<file path="config.mk">
export PLATFORM = sky130hd
export DESIGN_NAME = systolic_result_deskewer
export DESIGN_NICKNAME = d
export VERILOG_FILES = /design/src/rtl/systolic_result_deskewer.sv
export SDC_FILE = /design/constraint.sdc
export NUM_CORES = 1
export LEC_CHECK = 0
export ABC_CLOCK_PERIOD_IN_PS = 4700
export CORE_MARGIN = 8
export CORE_UTILIZATION = 60
export DETAILED_ROUTE_END_ITERATION = 6
export PLACE_DENSITY = 0.94
export SLEW_MARGIN = 40
export SYNTH_ARGS = -nofsm -noshare
export SYNTH_HDL_FRONTEND = slang
export SYNTH_SLANG_ARGS = --single-unit
</file>
<file path="constraint.sdc">
create_clock -name clk -period 4.7 [get_ports clk]
set_clock_uncertainty 0.1 [all_clocks]
set_input_delay 0.94 -clock clk [delete_from_list [all_inputs] [get_ports clk]]
set_output_delay 0.94 -clock clk [all_outputs]
set_load 0.02 [all_outputs]
</file>
<file path="src/rtl/systolic_result_deskewer.sv">
// systolic_result_deskewer
// Realigns the diagonally skewed column results of a systolic array into
// whole vectors and buffers them in a show-ahead FIFO with a ready/valid
// output. The array cannot stall, so a completed vector that finds the FIFO
// full (and not draining) is dropped and a sticky overflow flag is raised.
module systolic_result_deskewer #(
  parameter int DATA_WIDTH = 8,
  parameter int COLUMNS    = 8,
  parameter int FIFO_DEPTH = 4
) (
  input  logic                                clk,
  input  logic                                rst_n,
  input  logic [DATA_WIDTH*COLUMNS-1:0]       result_in,
  input  logic                                result_valid,
  output logic [DATA_WIDTH*COLUMNS-1:0]       out_data,
  output logic                                out_valid,
  input  logic                                out_ready,
  output logic [$clog2(FIFO_DEPTH+1)-1:0]     count,
  output logic                                overflow,
  input  logic                                clear_overflow
);

  localparam int VW = DATA_WIDTH * COLUMNS;
  localparam int PW = $clog2(FIFO_DEPTH);
  localparam int CW = $clog2(FIFO_DEPTH + 1);

  logic [VW-1:0] w_vec;
  logic          w_push;

  // Lane c is delayed COLUMNS-1-c cycles so every column lines up with the
  // last column, which arrives latest and feeds the FIFO directly.
  for (genvar c = 0; c < COLUMNS; c++) begin : g_lane
    if (c == COLUMNS - 1) begin : g_direct
      assign w_vec[c*DATA_WIDTH +: DATA_WIDTH] = result_in[c*DATA_WIDTH +: DATA_WIDTH];
    end else begin : g_shift
      localparam int LEN = COLUMNS - 1 - c;
      logic [DATA_WIDTH-1:0] r_sr [LEN];

      // Shift this column's element along until the last column catches up.
      always_ff @(posedge clk or negedge rst_n) begin
        if (!rst_n) begin
          for (int i = 0; i < LEN; i++) r_sr[i] <= '0;
        end else begin
          r_sr[0] <= result_in[c*DATA_WIDTH +: DATA_WIDTH];
          for (int i = 1; i < LEN; i++) r_sr[i] <= r_sr[i-1];
        end
      end

      assign w_vec[c*DATA_WIDTH +: DATA_WIDTH] = r_sr[LEN-1];
    end
  end

  // The start-of-vector marker travels with the slowest lane delay so that it
  // emerges exactly when the assembled vector is complete.
  if (COLUMNS > 1) begin : g_vpipe
    logic [COLUMNS-2:0] r_vld;

    // Delay result_valid by COLUMNS-1 cycles.
    always_ff @(posedge clk or negedge rst_n) begin
      if (!rst_n) begin
        r_vld <= '0;
      end else begin
        r_vld[0] <= result_valid;
        for (int i = 1; i < COLUMNS - 1; i++) r_vld[i] <= r_vld[i-1];
      end
    end

    assign w_push = r_vld[COLUMNS-2];
  end else begin : g_vdirect
    assign w_push = result_valid;
  end

  logic [VW-1:0] r_mem [FIFO_DEPTH];
  logic [PW-1:0] r_wptr;
  logic [PW-1:0] r_rptr;
  logic [CW-1:0] r_count;
  logic          r_overflow;

  logic w_full;
  logic w_pop;
  logic w_accept;
  logic w_drop;

  // A full FIFO still accepts a push when the head leaves in the same cycle,
  // because the freed slot is exactly the one the write pointer addresses.
  assign w_full   = (r_count == CW'(FIFO_DEPTH));
  assign w_pop    = (r_count != '0) && out_ready;
  assign w_accept = w_push && (!w_full || w_pop);
  assign w_drop   = w_push && w_full && !w_pop;

  // Vector storage; cleared on reset so out_data reads zero while empty.
  always_ff @(posedge clk or negedge rst_n) begin
    if (!rst_n) begin
      for (int i = 0; i < FIFO_DEPTH; i++) r_mem[i] <= '0;
    end else if (w_accept) begin
      r_mem[r_wptr] <= w_vec;
    end
  end

  // Pointer and occupancy bookkeeping; pointers wrap naturally at FIFO_DEPTH.
  always_ff @(posedge clk or negedge rst_n) begin
    if (!rst_n) begin
      r_wptr  <= '0;
      r_rptr  <= '0;
      r_count <= '0;
    end else begin
      if (w_accept) r_wptr <= r_wptr + PW'(1);
      if (w_pop)    r_rptr <= r_rptr + PW'(1);
      if (w_accept && !w_pop)      r_count <= r_count + CW'(1);
      else if (w_pop && !w_accept) r_count <= r_count - CW'(1);
    end
  end

  // Sticky loss flag; a drop in the same cycle as a clear keeps it set.
  always_ff @(posedge clk or negedge rst_n) begin
    if (!rst_n) begin
      r_overflow <= 1'b0;
    end else if (w_drop) begin
      r_overflow <= 1'b1;
    end else if (clear_overflow) begin
      r_overflow <= 1'b0;
    end
  end

  assign out_data  = r_mem[r_rptr];
  assign out_valid = (r_count != '0);
  assign count     = r_count;
  assign overflow  = r_overflow;

endmodule

</file>
==> qor.csv <==
stage;metric;value;unit
setup_path;slowest cell on the critical path;dfrtp_4;
grt;Tot GR Track Use;19.5;%
outcome;run status;complete, no violations;
routing;post-DR vias/cell;5.56;
placed_design;area post-placement;19100;sq um
timing;setup repair after global routing missed its margin;false;
setup_path;source of the critical timing path;r_rptr[0];
floorplanning;die span in y;186;um
setup_path;Worst EP arrival;2.88;ns
clock_tree;sink count of the clock tree;495;
setup_path;sequence of cells on the critical path;buf_12 -> mux4_2 -> clkdlybuf4s50_1;
routing;final routed wirelength across all metal layers;32.0;mm
setup_path;crit-path max cell delay;0.85;ns
placed_design;Detailed Place HPWL;18.7;mm
floorplanning;Die Footprint;34600;sq um
min_path;min-delay worst type;in -> async;
routing;number of DRC violations after detailed-routing iteration 0;439;
power_and_ir_drop;fraction of power spent switching nets;29.8;%
grt;antenna violations before repair;2;
final_layout;number of nets in the layout;1126;
timing;transition time of the tightest slew-check pin;0.782;ns
grt;final global-route overflow total;0;
setup_path;classification of the worst setup path;reg -> out;
yosys;number of synthesized register bits;495;
grt;maximum number of pins on one net before global-route repair;114;
final_layout;layout overhead on the synthesized area;19.4;%
setup_path;capturing element type of the critical path;output port;
timing;Setup Total Neg Slack;0;ns
clock_tree;Post-CTS Hold Buffers;0;
setup_path;maximum fanout count along the critical path;31;
power_and_ir_drop;proportion of power drawn by the clock network;24.2;%
final_layout;filler instances;1653;
timing;Min Clock Period, post-route;3.92;ns
timing;post-route worst hold slack;0.172;ns
timing;timing-limited maximum frequency;0.255;GHz
yosys;part of the Yosys area used for sequential elements;71.5;%
clock_tree;post-CTS repair timing setup buffer count;0;
clock_tree;clock latency on the worst-skew pair;0.54;ns
run;max-cap violations;0;
yosys;top cell type by total area after synthesis;dfrtp_1;
clock_tree;cell chosen for the clock root;clkbuf_16;
timing;Hold Violations, Final;0;
yosys;count of distinct cell types in the synthesized netlist;20;
yosys;synthesized instance count;887;
routing;Remaining DRCs;0;
clock_tree;CTS tree;done;
power_and_ir_drop;maximum vdd ir drop;620;uV
grt;global-route wire length before repair;52.3;mm
clock_tree;post-CTS clock slew at the launch and capture registers of the worst setup and hold paths;0.06;ns
floorplanning;Placement Rows;62;
yosys;Synth area leaders;dfrtp_1, mux2_2, mux4_2;
grt;vias in the first global route;9519;
floorplanning;effective utilization at floorplan;60.7;%
yosys;share of the synthesized area in the top cell type;71.5;%
power_and_ir_drop;power density over the cells;751;nW/um^2
timing;max_slew headroom;47.9;%
final_layout;Final Util;72.4;%
setup_path;family of cells with the greatest summed delay on the critical path;buffers and inverters;
power_and_ir_drop;net switching power figure;4.63;mW
yosys;synthesized cell area;17300;sq um
routing;average wire length per cell after detail routing;21.7;um
timing;number of pins exceeding their max-slew limit in the final report;0;
setup_path;R2R Path Start;count[0];
final_layout;share of layout cells above drive strength 1;38.6;%
routing;total vias in the final route;8201;
power_and_ir_drop;Internal;10.9;mW
setup_path;type of origin of the critical path;flop;
floorplanning;placeable core area;28500;sq um
routing;Routed Antenna Nets;0;
power_and_ir_drop;final total power;15.5;mW
clock_tree;level count of the clock H-tree;2;
yosys;Warnings, synthesis;0;
final_layout;post-route standard cell area excluding fillers;20700;sq um
clock_tree;post-cts sizing count;0;
power_and_ir_drop;proportion of power drawn by flip-flops and latches;41.1;%
placed_design;routability cong.;0.721;
clock_tree;Num CTS Buffers;48;
yosys;net count of the mapped netlist;962;
clock_tree;maximum number of buffers from clock root to sink;3;
setup_path;required time of the critical path;3.66;ns
placed_design;Buffers on Ports;137;
timing;Final setup violation count;0;
routing;drt first pass iters;4;
floorplanning;number of top-level design ports;138;
yosys;post-synthesis area per instance;19.5;sq um
setup_path;Crit path buffers/inverters;2;
floorplanning;die width;186;um
power_and_ir_drop;proportion of power drawn by combinational gates;34.7;%
timing;share of the clock period used by the worst path;83.4;%
power_and_ir_drop;leakage power total;8.73;nW
## state kept, by name (all words and copies together) (netlist names)
signal / cells
r_rptr: 2
r_mem: 256
overflow: 1
g_vpipe.r_vld: 7
count: 3
g_lane.g_shift.r_sr: 224
r_wptr: 2
## cells in the final DEF (no fill, tap or decap), types with 2 or more instances in the layout
cell,instances
buf_12,6
buf_4,4
buf_6,4
bufinv_16,2
clkbuf_1,15
clkbuf_16,49
clkbuf_8,13
clkdlybuf4s50_1,136
clkinv_2,5
clkinvlp_4,2
dfrtp_1,493
dfrtp_4,2
ha_1,5
inv_1,4
inv_6,2
mux2_2,258
mux4_2,64
nand2_1,6
nor2_4,4
xnor2_1,4
xor2_1,2
## cell usage after synthesis, drive strengths merged
master,instances
mux2,258
ha,5
xor2,2
and2b,1
o21ai,1
or3,1
mux4,64
xnor2,4
clkbuf,5
nand3,1
buf,33
nor4b,1
inv,4
nor2,5
nand2,6
fa,1
dfrtp,495
## through the flow
stage | setup WS (ns) | instances
6_report | 0.779 | 1474
5_1_grt | 0.580 | 1474
4_1_cts | 0.655 | 1472
3_5_place_dp | 1.19 | 1384
3_3_place_gp | 1.23 | 1382
2_1_floorplan | 1.97 | 887
## per-layer routing
layer | GRT usage, % | wire [um]
met5 | 0 | 13
met4 | 6.10 | 796
met3 | 4.41 | 1680
met2 | 32.8 | 16500
met1 | 25.1 | 13000
## cell type report
cell class | count | area (sq um) | area share [%]
flip-flops and latches | 495 | 12400 | 60.0
multi-input cells | 350 | 4600 | 22.3
repair buffers | 152 | 1600 | 7.73
clock buffers | 77 | 1460 | 7.07
well taps | 384 | 480 | 2.32
clock inverters | 11 | 118 | 0.569
inverters | 4 | 15.0 | 0.0726
diodes | 1 | 2.50 | 0.0121
## path summary, 6_finish.rpt
check | endpoint | slack (ns) | depth (start not counted)
setup / recovery | out_data[50] | 0.78 | 3
hold / removal | g_lane[1].g_shift.r_sr[9] | 0.17 | 1
setup reg to reg | count[1] | 2.08 | 6
hold reg to reg | g_lane[1].g_shift.r_sr[6] | 0.24 | 0
max in group asynchronous | g_lane[5].g_shift.r_sr[2] | 3.14 | 3
min in group clk | g_lane[1].g_shift.r_sr[6] | 0.24 | 0
## power by group through the flow
stage               Sequential [mW]  Combinational (mW)  Clock, mW
finish                         6.38                5.38       3.75
global placement               6.39                5.15          0
detailed placement             6.43                5.42          0
CTS                            6.39                5.47       3.84
floorplan                      6.02                3.70          0
global route                   6.55                5.71       4.03
## kinds of logic after synthesis
family | after synthesis | synth area share [%]
compound gates | 1 | 0.0289
xor+xnor | 6 | 0.303
fa+ha+maj | 6 | 0.477
buf+inv | 42 | 2.00
flops | 495 | 71.5
mux | 322 | 25.1
simple gates | 15 | 0.556
(Power assumes the default switching activity.)
